[config.mk]
export PLATFORM = sky130hd
export DESIGN_NAME = md_entry_queue
export DESIGN_NICKNAME = d
export VERILOG_FILES = /design/src/rtl/md_pkg.sv /design/src/rtl/md_sync_fifo.sv /design/src/rtl/md_entry_queue.sv
export SDC_FILE = /design/constraint.sdc
export NUM_CORES = 1
export LEC_CHECK = 0
export CAP_MARGIN = 30
export CORE_ASPECT_RATIO = 0.75
export CORE_UTILIZATION = 25
export CTS_BUF_LIST = sky130_fd_sc_hd__clkbuf_16
export CTS_CLUSTER_DIAMETER = 30
export DETAILED_ROUTE_END_ITERATION = 7
export GPL_ROUTABILITY_DRIVEN = 1
export GPL_TIMING_DRIVEN = 0
export PLACE_DENSITY = 0.4
export SLEW_MARGIN = 25
export SYNTH_ARGS = -nofsm -noshare
export SYNTH_HDL_FRONTEND = slang
export SYNTH_SLANG_ARGS = --single-unit
[constraint.sdc]
create_clock -name clk -period 22.8 [get_ports clk]
set_input_delay 2.28 -clock clk [delete_from_list [all_inputs] [get_ports clk]]
set_output_delay 2.28 -clock clk [all_outputs]
set_load 0.005 [all_outputs]
[src/rtl/md_pkg.sv]
// md_pkg: shared types for the market-data entry queue.
package md_pkg;
  typedef enum logic [1:0] {ACT_NEW = 2'd0, ACT_CHANGE = 2'd1, ACT_DELETE = 2'd2} md_action_e;
  typedef enum logic [1:0] {ENTRY_BID = 2'd0, ENTRY_ASK = 2'd1} md_entry_type_e;
  typedef enum logic [1:0] {S_IDLE, S_ISSUE, S_GAP} issue_state_e;
  typedef struct packed {
    logic [7:0]  num_orders;
    logic [15:0] quantity;
    logic [63:0] price;
    logic [1:0]  action;
    logic [1:0]  entry_type;
    logic [31:0] security_id;
    logic        last;
    logic        book;
  } md_entry_t;
  function automatic logic is_book(input logic [31:0] id, input logic [31:0] target,
                                   input logic [1:0] action, input logic [1:0] entry_type);
    return id == target && action <= ACT_DELETE && entry_type <= ENTRY_ASK;
  endfunction
endpackage

[src/rtl/md_sync_fifo.sv]
// md_sync_fifo: single-clock FIFO of md_entry_t with full/empty/count.
module md_sync_fifo
  import md_pkg::*;
#(
  parameter int DEPTH = 8
) (
  input  logic                   clk,
  input  logic                   reset_n,
  input  logic                   push,
  input  logic                   pop,
  input  md_entry_t              din,
  output md_entry_t              dout,
  output logic                   full,
  output logic                   empty,
  output logic [$clog2(DEPTH):0] count
);
  localparam int AW = $clog2(DEPTH);
  md_entry_t mem [DEPTH];
  logic [AW-1:0] wptr, rptr;
  logic wr, rd;
  assign full  = count == (AW+1)'(DEPTH);
  assign empty = count == '0;
  assign wr    = push && !full;
  assign rd    = pop && !empty;
  assign dout  = mem[rptr];
  always_ff @(posedge clk) if (wr) mem[wptr] <= din;
  always_ff @(posedge clk or negedge reset_n)
    if (!reset_n) begin
      wptr  <= '0;
      rptr  <= '0;
      count <= '0;
    end else begin
      if (wr) wptr <= wptr + 1'b1;
      if (rd) rptr <= rptr + 1'b1;
      count <= count + (AW+1)'(wr) - (AW+1)'(rd);
    end
endmodule

[src/rtl/md_entry_queue.sv]
// md_entry_queue: filters parser entries by security ID, buffers them and
// issues them to the order book at most once per ISSUE_GAP cycles.
module md_entry_queue
  import md_pkg::*;
#(
  parameter int DEPTH     = 8,
  parameter int ISSUE_GAP = 1
) (
  input  logic        clk,
  input  logic        reset_n,
  input  logic [31:0] target_security_id,
  input  logic        issue_enable,
  input  logic        entry_valid,
  output logic        entry_ready,
  input  logic [7:0]  entry_num_orders,
  input  logic [15:0] entry_quantity,
  input  logic [63:0] entry_price,
  input  logic [1:0]  entry_action,
  input  logic [1:0]  entry_type,
  input  logic [31:0] entry_security_id,
  input  logic        entry_last,
  output logic        message_ready,
  output logic        enable_order_book,
  output logic [7:0]  NUM_ORDERS,
  output logic [15:0] QUANTITY,
  output logic [63:0] PRICE,
  output logic [1:0]  ACTION,
  output logic [1:0]  ENTRY_TYPE,
  output logic [31:0] SECURITY_ID,
  output logic        packet_done,
  output logic [15:0] drop_count
);
  localparam int GW = ISSUE_GAP > 2 ? $clog2(ISSUE_GAP) : 1;
  issue_state_e state, state_nx;
  logic [GW-1:0] gcnt;
  logic rdy, full, empty, book, accept, push, pop, idle_like;
  logic [$clog2(DEPTH):0] fifo_count_unused;
  md_entry_t in_e, head;
  assign book = is_book(entry_security_id, target_security_id, entry_action, entry_type);
  assign in_e = {entry_num_orders, entry_quantity, entry_price, entry_action, entry_type,
                 entry_security_id, entry_last, book};
  assign entry_ready = rdy && !full;
  assign accept = entry_valid && entry_ready;
  assign push = accept && (book || entry_last);
  assign enable_order_book = message_ready;
  md_sync_fifo #(.DEPTH(DEPTH)) u_fifo (
    .clk(clk), .reset_n(reset_n), .push(push), .pop(pop), .din(in_e), .dout(head),
    .full(full), .empty(empty), .count(fifo_count_unused)
  );
  // The last cycle of an ISSUE/GAP run acts as IDLE so slots land exactly ISSUE_GAP apart.
  assign idle_like = state == S_IDLE || (state == S_ISSUE && ISSUE_GAP == 1) ||
                     (state == S_GAP && gcnt == '0);
  assign pop = idle_like && !empty && issue_enable;
  always_comb begin
    state_nx = pop ? S_ISSUE : (state == S_ISSUE && ISSUE_GAP > 1) ? S_GAP :
               idle_like ? S_IDLE : state;
  end
  always_ff @(posedge clk or negedge reset_n)
    if (!reset_n) state <= S_IDLE;
    else state <= state_nx;
  always_ff @(posedge clk or negedge reset_n)
    if (!reset_n) gcnt <= '0;
    else if (state == S_ISSUE) gcnt <= GW'(ISSUE_GAP - 2);
    else if (state == S_GAP && gcnt != '0) gcnt <= gcnt - 1'b1;
  always_ff @(posedge clk or negedge reset_n)
    if (!reset_n) begin
      rdy           <= 1'b0;
      message_ready <= 1'b0;
      packet_done   <= 1'b0;
      drop_count    <= '0;
      NUM_ORDERS    <= '0;
      QUANTITY      <= '0;
      PRICE         <= '0;
      ACTION        <= '0;
      ENTRY_TYPE    <= '0;
      SECURITY_ID   <= '0;
    end else begin
      rdy           <= 1'b1;
      message_ready <= pop && head.book;
      packet_done   <= pop && head.last;
      if (accept && !book && drop_count != 16'hFFFF) drop_count <= drop_count + 1'b1;
      if (pop && head.book) begin
        NUM_ORDERS  <= head.num_orders;
        QUANTITY    <= head.quantity;
        PRICE       <= head.price;
        ACTION      <= head.action;
        ENTRY_TYPE  <= head.entry_type;
        SECURITY_ID <= head.security_id;
      end
    end
endmodule

==> results of run 1 <==
-- power by group through the flow --
stage               sequential, mW  combinational [mW]  clock (mW)
global placement              2.71                1.91           0
floorplan                     2.66                1.08           0
finish                        2.63                1.92        3.47
global route                  2.65                2.09        3.64
CTS                           2.64                1.98        3.54
detailed placement            2.67                1.98           0
-- layout by cell type (no fill, tap or decap), types with 13 or more instances in the layout --
cell type | synthesis | final
nor2_1 | 132 | 128
clkinvlp_4 | 0 | 36
buf_4 | 2 | 65
edfxtp_1 | 1008 | 1008
nand3_1 | 14 | 14
buf_16 | 0 | 29
clkbuf_16 | 0 | 229
clkinv_2 | 0 | 25
inv_1 | 14 | 36
mux2i_1 | 126 | 126
bufinv_16 | 0 | 40
clkinv_4 | 0 | 18
nand2_1 | 13 | 13
a21oi_1 | 126 | 126
mux4_2 | 252 | 252
xnor2_1 | 47 | 46
clkbuf_1 | 40 | 38
buf_2 | 51 | 80
dfrtp_1 | 153 | 153
clkinv_1 | 0 | 25
inv_6 | 0 | 32
clkdlybuf4s50_1 | 0 | 303
buf_6 | 1 | 37
-- path summary, 6_finish.rpt --
kind	slack, ns	end	from
max	15.01	u_fifo.mem[0][54]	entry_security_id[31]
min	0.51	drop_count[7]	drop_count[7]
max reg2reg	17.71	u_fifo.mem[0][54]	u_fifo.count[2]
min reg2reg	0.51	drop_count[7]	drop_count[7]
max in group asynchronous	20.59	QUANTITY[14]	reset_n
min in group asynchronous	1.33	ENTRY_TYPE[1]	reset_n
-- worst register-to-register path, delay by kind of cell, from the launching register on --
kind	cells	cell delay, ns
simple gates	2	1.12
fa+ha+maj	1	0.20
flops	1	0.32
compound gates	2	0.98
buf+inv	11	2.19
-- flip-flops by register name (all words and copies together) (netlist names), 4 cells and up --
name	flops
NUM_ORDERS	8
drop_count	16
u_fifo.count	4
QUANTITY	16
u_fifo.mem	1008
SECURITY_ID	32
PRICE	64
-- metal layers --
layer / vias up / track usage
met3: 226 / 0.0356
met1: 11900 / 0.186
met4: 26 / 0.0423
met2: 530 / 0.237
met5: - / 0
li1: 9838 / -
-- through the flow --
stage / TNS (ns) / setup slack, ns / hold WS, ns / util / power (mW)
after floorplan: 0 / 6.63 / 0.481 / - / 3.73
after global placement: -2440.18 / -13.27 / 0.499 / 0.287 / 4.63
after detailed placement: 0 / 14.10 / 0.504 / 0.298 / 4.65
after CTS: 0 / 14.96 / 0.519 / 0.345 / 8.16
after global routing: 0 / 14.78 / 0.541 / 0.345 / 8.38
final: 0 / 15.01 / 0.509 / 0.345 / 8.01
-- cells by family after synthesis --
family / after synthesis / share of synthesized area
flip-flops: 1161 / 0.780
AND/OR/NAND/NOR: 195 / 0.0200
buffers and inverters: 117 / 0.0119
multiplexers: 380 / 0.159
other: 1 / 0.0000858
XOR/XNOR: 53 / 0.0106
AO/OA/AOI/OAI: 130 / 0.0151
adder cells (fa/ha/maj): 10 / 0.00303
-- cell type report --
type	count	area (sq um)	area share
plain buffers	103	468	0.00783
repair buffers	468	4990	0.0835
flip-flops and latches	1161	34100	0.571
clock buffers	229	5730	0.0959
clock inverters	207	2420	0.0404
diodes	1	2.50	0.0000419
inverters	14	52.6	0.000879
multi-input cells	769	9160	0.153
well taps	2278	2850	0.0477
==> reports/metrics.yaml, run 1 <==
outcome:
  status: "complete, no violations"
global_routing:
  grt_max_degree: 65
  grt_pass1_vias: 24800
  grt_pass1_wl_um: 180000
  grtUsageTotal: 0.143
  antenna_found_initial: 25
  gr-total-overflow: 0
clocking:
  cts_tree: "yes"
  cts_setup_buffers: 0
  clockRootBuffer: "clkbuf_16"
  cts_resized: 0
  cts.sinks: 1161
  cts_buffer_depth: 3
  htree_levels: 4
  numCtsBuffers: 228
  insertion_delay_ns: 0.83
  clk_pin_slew_ns: 0.05
  holdBufCountCts: 0
yosys:
  yosys.area.top_type: "edfxtp_1"
  synth-edff-count: 1008
  ys_types: 32
  syn_nets: 2218
  avgSynthCellArea_sq_um: 21.4
  post-synth-top-count-cell: "edfxtp_1"
  netlist_area_sq_um: 43700
  ys_seq_area_frac: 0.780
  ys_top_cells_by_count: "edfxtp_1 (1008), mux4_2 (252), dfrtp_1 (153)"
  syn_inst: 2047
  synth_warnings: 0
  synth_flop_cell: "edfxtp_1"
  synth_area_leaders: "edfxtp_1 (69%), mux4_2 (13%), dfrtp_1 (8.8%), mux2i_1 (2.9%), a21oi_1 (1.4%)"
  ys_seq_elements: 1161
  async_reset_ff_frac: 0.132
  synth_top_area_frac: 0.692
detailed_routing:
  drc: 0
  postRouteAntennaNets: 0
  wl_met3_um: 5980
  wl_per_cell_um: 24.0
  drt_iter0_markers: 1416
  vias: 22500
  wirelength_um: 126000
  wl_met2_um: 61200
  routed.top_layer: "met5"
  firstDrtPassIters: 4
  wl_met1_um: 55700
  avgViaCountPerCell: 4.31
worst_setup_path:
  crit_chain: "clkdlybuf4s50_1, xnor2_2, nand4_1, nor4_1, nand3_1, a21o_1, buf_6, nor4_2, buf_4, buf_2, buf_2, buf_4, buf_2, buf_4, buf_2, buf_2, buf_2"
  critPathRequiredTime_ns: 23.32
  slowest_delay_ns: 0.79
  rr_worst_depth: 16
  cp_slowest_cell: "nor4_1"
  critPathBufInv: 11
  critical_path_class: "in -> reg"
  critPathMaxFanout: 10
  critPathCaptureType: "flop"
  crit_top_cell: "buf_2"
  crit_family: "buffers and inverters"
  worstSetupPathDepth: 17
  start_kind: "primary input"
  cp_data_arrival_time_ns: 8.31
die:
  die_area_sq_um: 177000
  die_h_um: 364
  fp.dieW_um: 485
  core-area_sq_um: 173000
  rows: 132
  top_level_ports: 305
  start_util: 0.253
power:
  clkPwrFrac: 0.433
  leakage_nw: 20.4
  pwr-share-comb: 0.239
  p_sw_frac: 0.286
  p_switching_mw: 2.29
  p_per_area_nw_per_um2: 134
  peakVddDrop_mv: 0.0674
  p_seq_frac: 0.328
  internal_power_mw: 5.72
sta:
  tightest_slew_ns: 0.930
  hold_viol: 0
  rsz0062_at_grt: "no"
  timing.final.crit_share: 0.342
  max_freq_mhz: 128
  slew-limit-headroom: 0.380
  setup_viol: 0
  final.min_clock_period_ns: 7.79
  skew_ns: 0.0298
  final_max_slew_viol_count: 0
placed_design:
  dp_hpwl_um: 85400
  place_area_sq_um: 51600
  io_buffers: 304
  finalWeightedCongestion: 0.705
  place_inst: 4790
hold_path:
  hp-class: "reg -> reg"
  whs_path_depth: 1
finish:
  stdcell_count: 5230
  area_growth_syn_to_layout_pct: 36.7
  drive_gt1_frac: 0.296
  fillCellCount: 16300
  finalInstanceArea_sq_um: 59800
  nets: 2916
flow_run:
  drv_cap: 0
(Power assumes the default switching activity.)
==> inputs of run 2 (changes only) <==
clock period = 7.3 ns   (was 22.8 ns; I/O delays follow)
==> run 2 against run 1 <==
Global-route usage shrank 0.090 points. Total power grew to 3.1 times the previous value. Setup slack lost 13 ns. Register-to-register slack lost 14 ns. Core utilization is essentially flat. Sequential power grew to 3.1 times the previous value. First-iteration DRC count shrank 4.7%. Combinational power grew to 3.1 times the previous value. Clock power grew to 3.1 times the previous value.
==> reports/metrics.yaml, run 2 (synthesis results as in run 1) <==
sta:
  rsz0062_at_grt: "no"
  max_freq_mhz: 198
  tightest_slew_ns: 0.960
  setup_viol: 0
  final_max_slew_viol_count: 0
  slew-limit-headroom: 0.360
  final.min_clock_period_ns: 5.06
  setup_slack_ns: 2.24
  skew_ns: 0.0381
  timing.final.crit_share: 0.693
  hold_viol: 0
clocking:
  cts_resized: 0
  cts.sinks: 1161
  cts_tree: "yes"
  cts_setup_buffers: 0
  htree_levels: 4
  cts_buffer_depth: 3
  clockRootBuffer: "clkbuf_16"
  insertion_delay_ns: 0.84
  holdBufCountCts: 1
  numCtsBuffers: 238
  clk_pin_slew_ns: 0.05
detailed_routing:
  vias: 22600
  wirelength_um: 125000
  firstDrtPassIters: 7
  drc: 0
  postRouteAntennaNets: 0
  avgViaCountPerCell: 4.33
  wl_per_cell_um: 24.0
  drt_iter0_markers: 1349
global_routing:
  antenna_found_initial: 32
  grt_pass1_vias: 24800
  gr-total-overflow: 0
  grt_pass1_wl_um: 179000
  grt_max_degree: 62
  grtUsageTotal: 0.143
worst_setup_path:
  cp_slowest_cell: "nor4b_4"
  critPathMaxFanout: 10
  crit_top_cell: "buf_4"
  slowest_delay_ns: 0.66
  critical_path_class: "in -> reg"
  cp_data_arrival_time_ns: 5.57
  regToRegSetupSlack_ns: 3.47
  critPathRequiredTime_ns: 7.81
  crit_chain: "clkdlybuf4s50_1, xnor2_1, nand4_1, nor4_1, nand3_1, a21o_1, buf_6, nor4b_4, buf_4, buf_4, buf_4, buf_4"
  start_kind: "primary input"
  critPathCaptureType: "flop"
finish:
  multi_input_area_sq_um: 9170
  stdcell_count: 5224
  mostFrequentLayoutCell: "edfxtp_1"
  nets: 2898
  top_regs: "u_fifo.mem (1008), PRICE (64), SECURITY_ID (32)"
  drive_gt1_frac: 0.283
  fillCellCount: 16300
  largest_reg_flops: 1008
  layout_common_cells: "edfxtp_1 (1008), clkdlybuf4s50_1 (303), mux4_2 (252), clkbuf_16 (240), dfrtp_1 (153)"
  largest-register: "u_fifo.mem"
  regArea_sq_um: 34100
  area_growth_syn_to_layout_pct: 36.9
power:
  peakVddDrop_mv: 0.210
  p_per_area_nw_per_um2: 419
  leakage_nw: 20.5
die:
  die_area_sq_um: 177000
  core-area_sq_um: 173000
  start_util: 0.253
  fp.dieW_um: 485
  top_level_ports: 305
  rows: 132
  die_h_um: 364
placed_design:
  finalWeightedCongestion: 0.707
  dp_hpwl_um: 85700
  io_buffers: 304
  place_inst: 4760
  post-place-ws_ns: 1.35
flow_run:
  drv_cap: 0
hold_path:
  hp-class: "in -> async"
outcome:
  status: "complete, no violations"
## run 2: cell count changes in the layout (fill, tap and decap cells not counted), moves of 4 or more
cell / before / now
inv_6: 32 / 10
inv_1: 36 / 58
clkinvlp_4: 36 / 28
buf_8: 5 / 15
buf_4: 65 / 53
buf_16: 29 / 18
clkinv_4: 18 / 14
clkinv_1: 25 / 35
buf_12: 3 / 13
clkbuf_16: 229 / 240
clkinv_2: 25 / 33
buf_2: 80 / 53
## run 2: power by group
part / switching (mW) / leakage, nW / total (mW) / internal (mW)
combinational: 3.12 / 5.51 / 5.95 / 2.83
clock: 3.60 / 4.15 / 10.9 / 7.31
sequential: 0.355 / 10.8 / 8.23 / 7.88
total: 7.08 / 20.5 / 25.1 / 18.0
## run 2: layout make-up
class / count / area share
Sequential cell: 1161 / 0.570
Multi-Input combinational cell: 769 / 0.153
Clock buffer: 240 / 0.100
Timing Repair Buffer: 440 / 0.0810
Tap cell: 2278 / 0.0476
Clock inverter: 216 / 0.0391
Buffer: 103 / 0.00784
Inverter: 14 / 0.000878
Antenna cell: 3 / 0.000125
## run 2: through the flow
stage / utilization / power [mW] / cell area [sq um] / hold slack, ns / TNS (ns)
detailed placement: 0.297 / 14.5 / 51400 / 0.483 / 0
CTS: 0.345 / 25.6 / 59800 / 0.363 / 0
global placement: 0.287 / 14.4 / 49600 / 0.486 / -
global route: 0.346 / 26.3 / 59800 / 0.393 / 0
finish: 0.346 / 25.1 / 59800 / 0.420 / 0
floorplan: - / 11.7 / 43700 / 0.434 / -916.31
## run 2: final timing paths
| path | endpoint | cells past startpoint | from |
|---|---|---|---|
| setup / recovery | u_fifo.mem[1][110] | 12 | entry_security_id[27] |
| hold / removal | NUM_ORDERS[7] | 2 | reset_n |
| setup reg to reg | u_fifo.mem[1][110] | 11 | u_fifo.count[2] |
| hold reg to reg | drop_count[7] | 1 | drop_count[7] |
| max in group asynchronous | QUANTITY[2] | 3 | reset_n |
| min in group clk | drop_count[7] | 1 | drop_count[7] |
## run 2: worst max-delay path, delay by kind of cell
family                    cells  cell delay, ns
buffers and inverters         6            1.80
xor gates and xnor gates      1            0.64
and+or+nand+nor               4            2.00
AOI/OAI and AO/OA             1            0.34
## run 2: layer usage
layer | wire length, um | GRT usage | vias to the layer above
met4 | 3000 | 0.0446 | 16
li1 | - | - | 9803
met3 | 6710 | 0.0365 | 227
met1 | 53200 | 0.179 | 12000
met2 | 62300 | 0.241 | 577
met5 | 89 | 0 | -
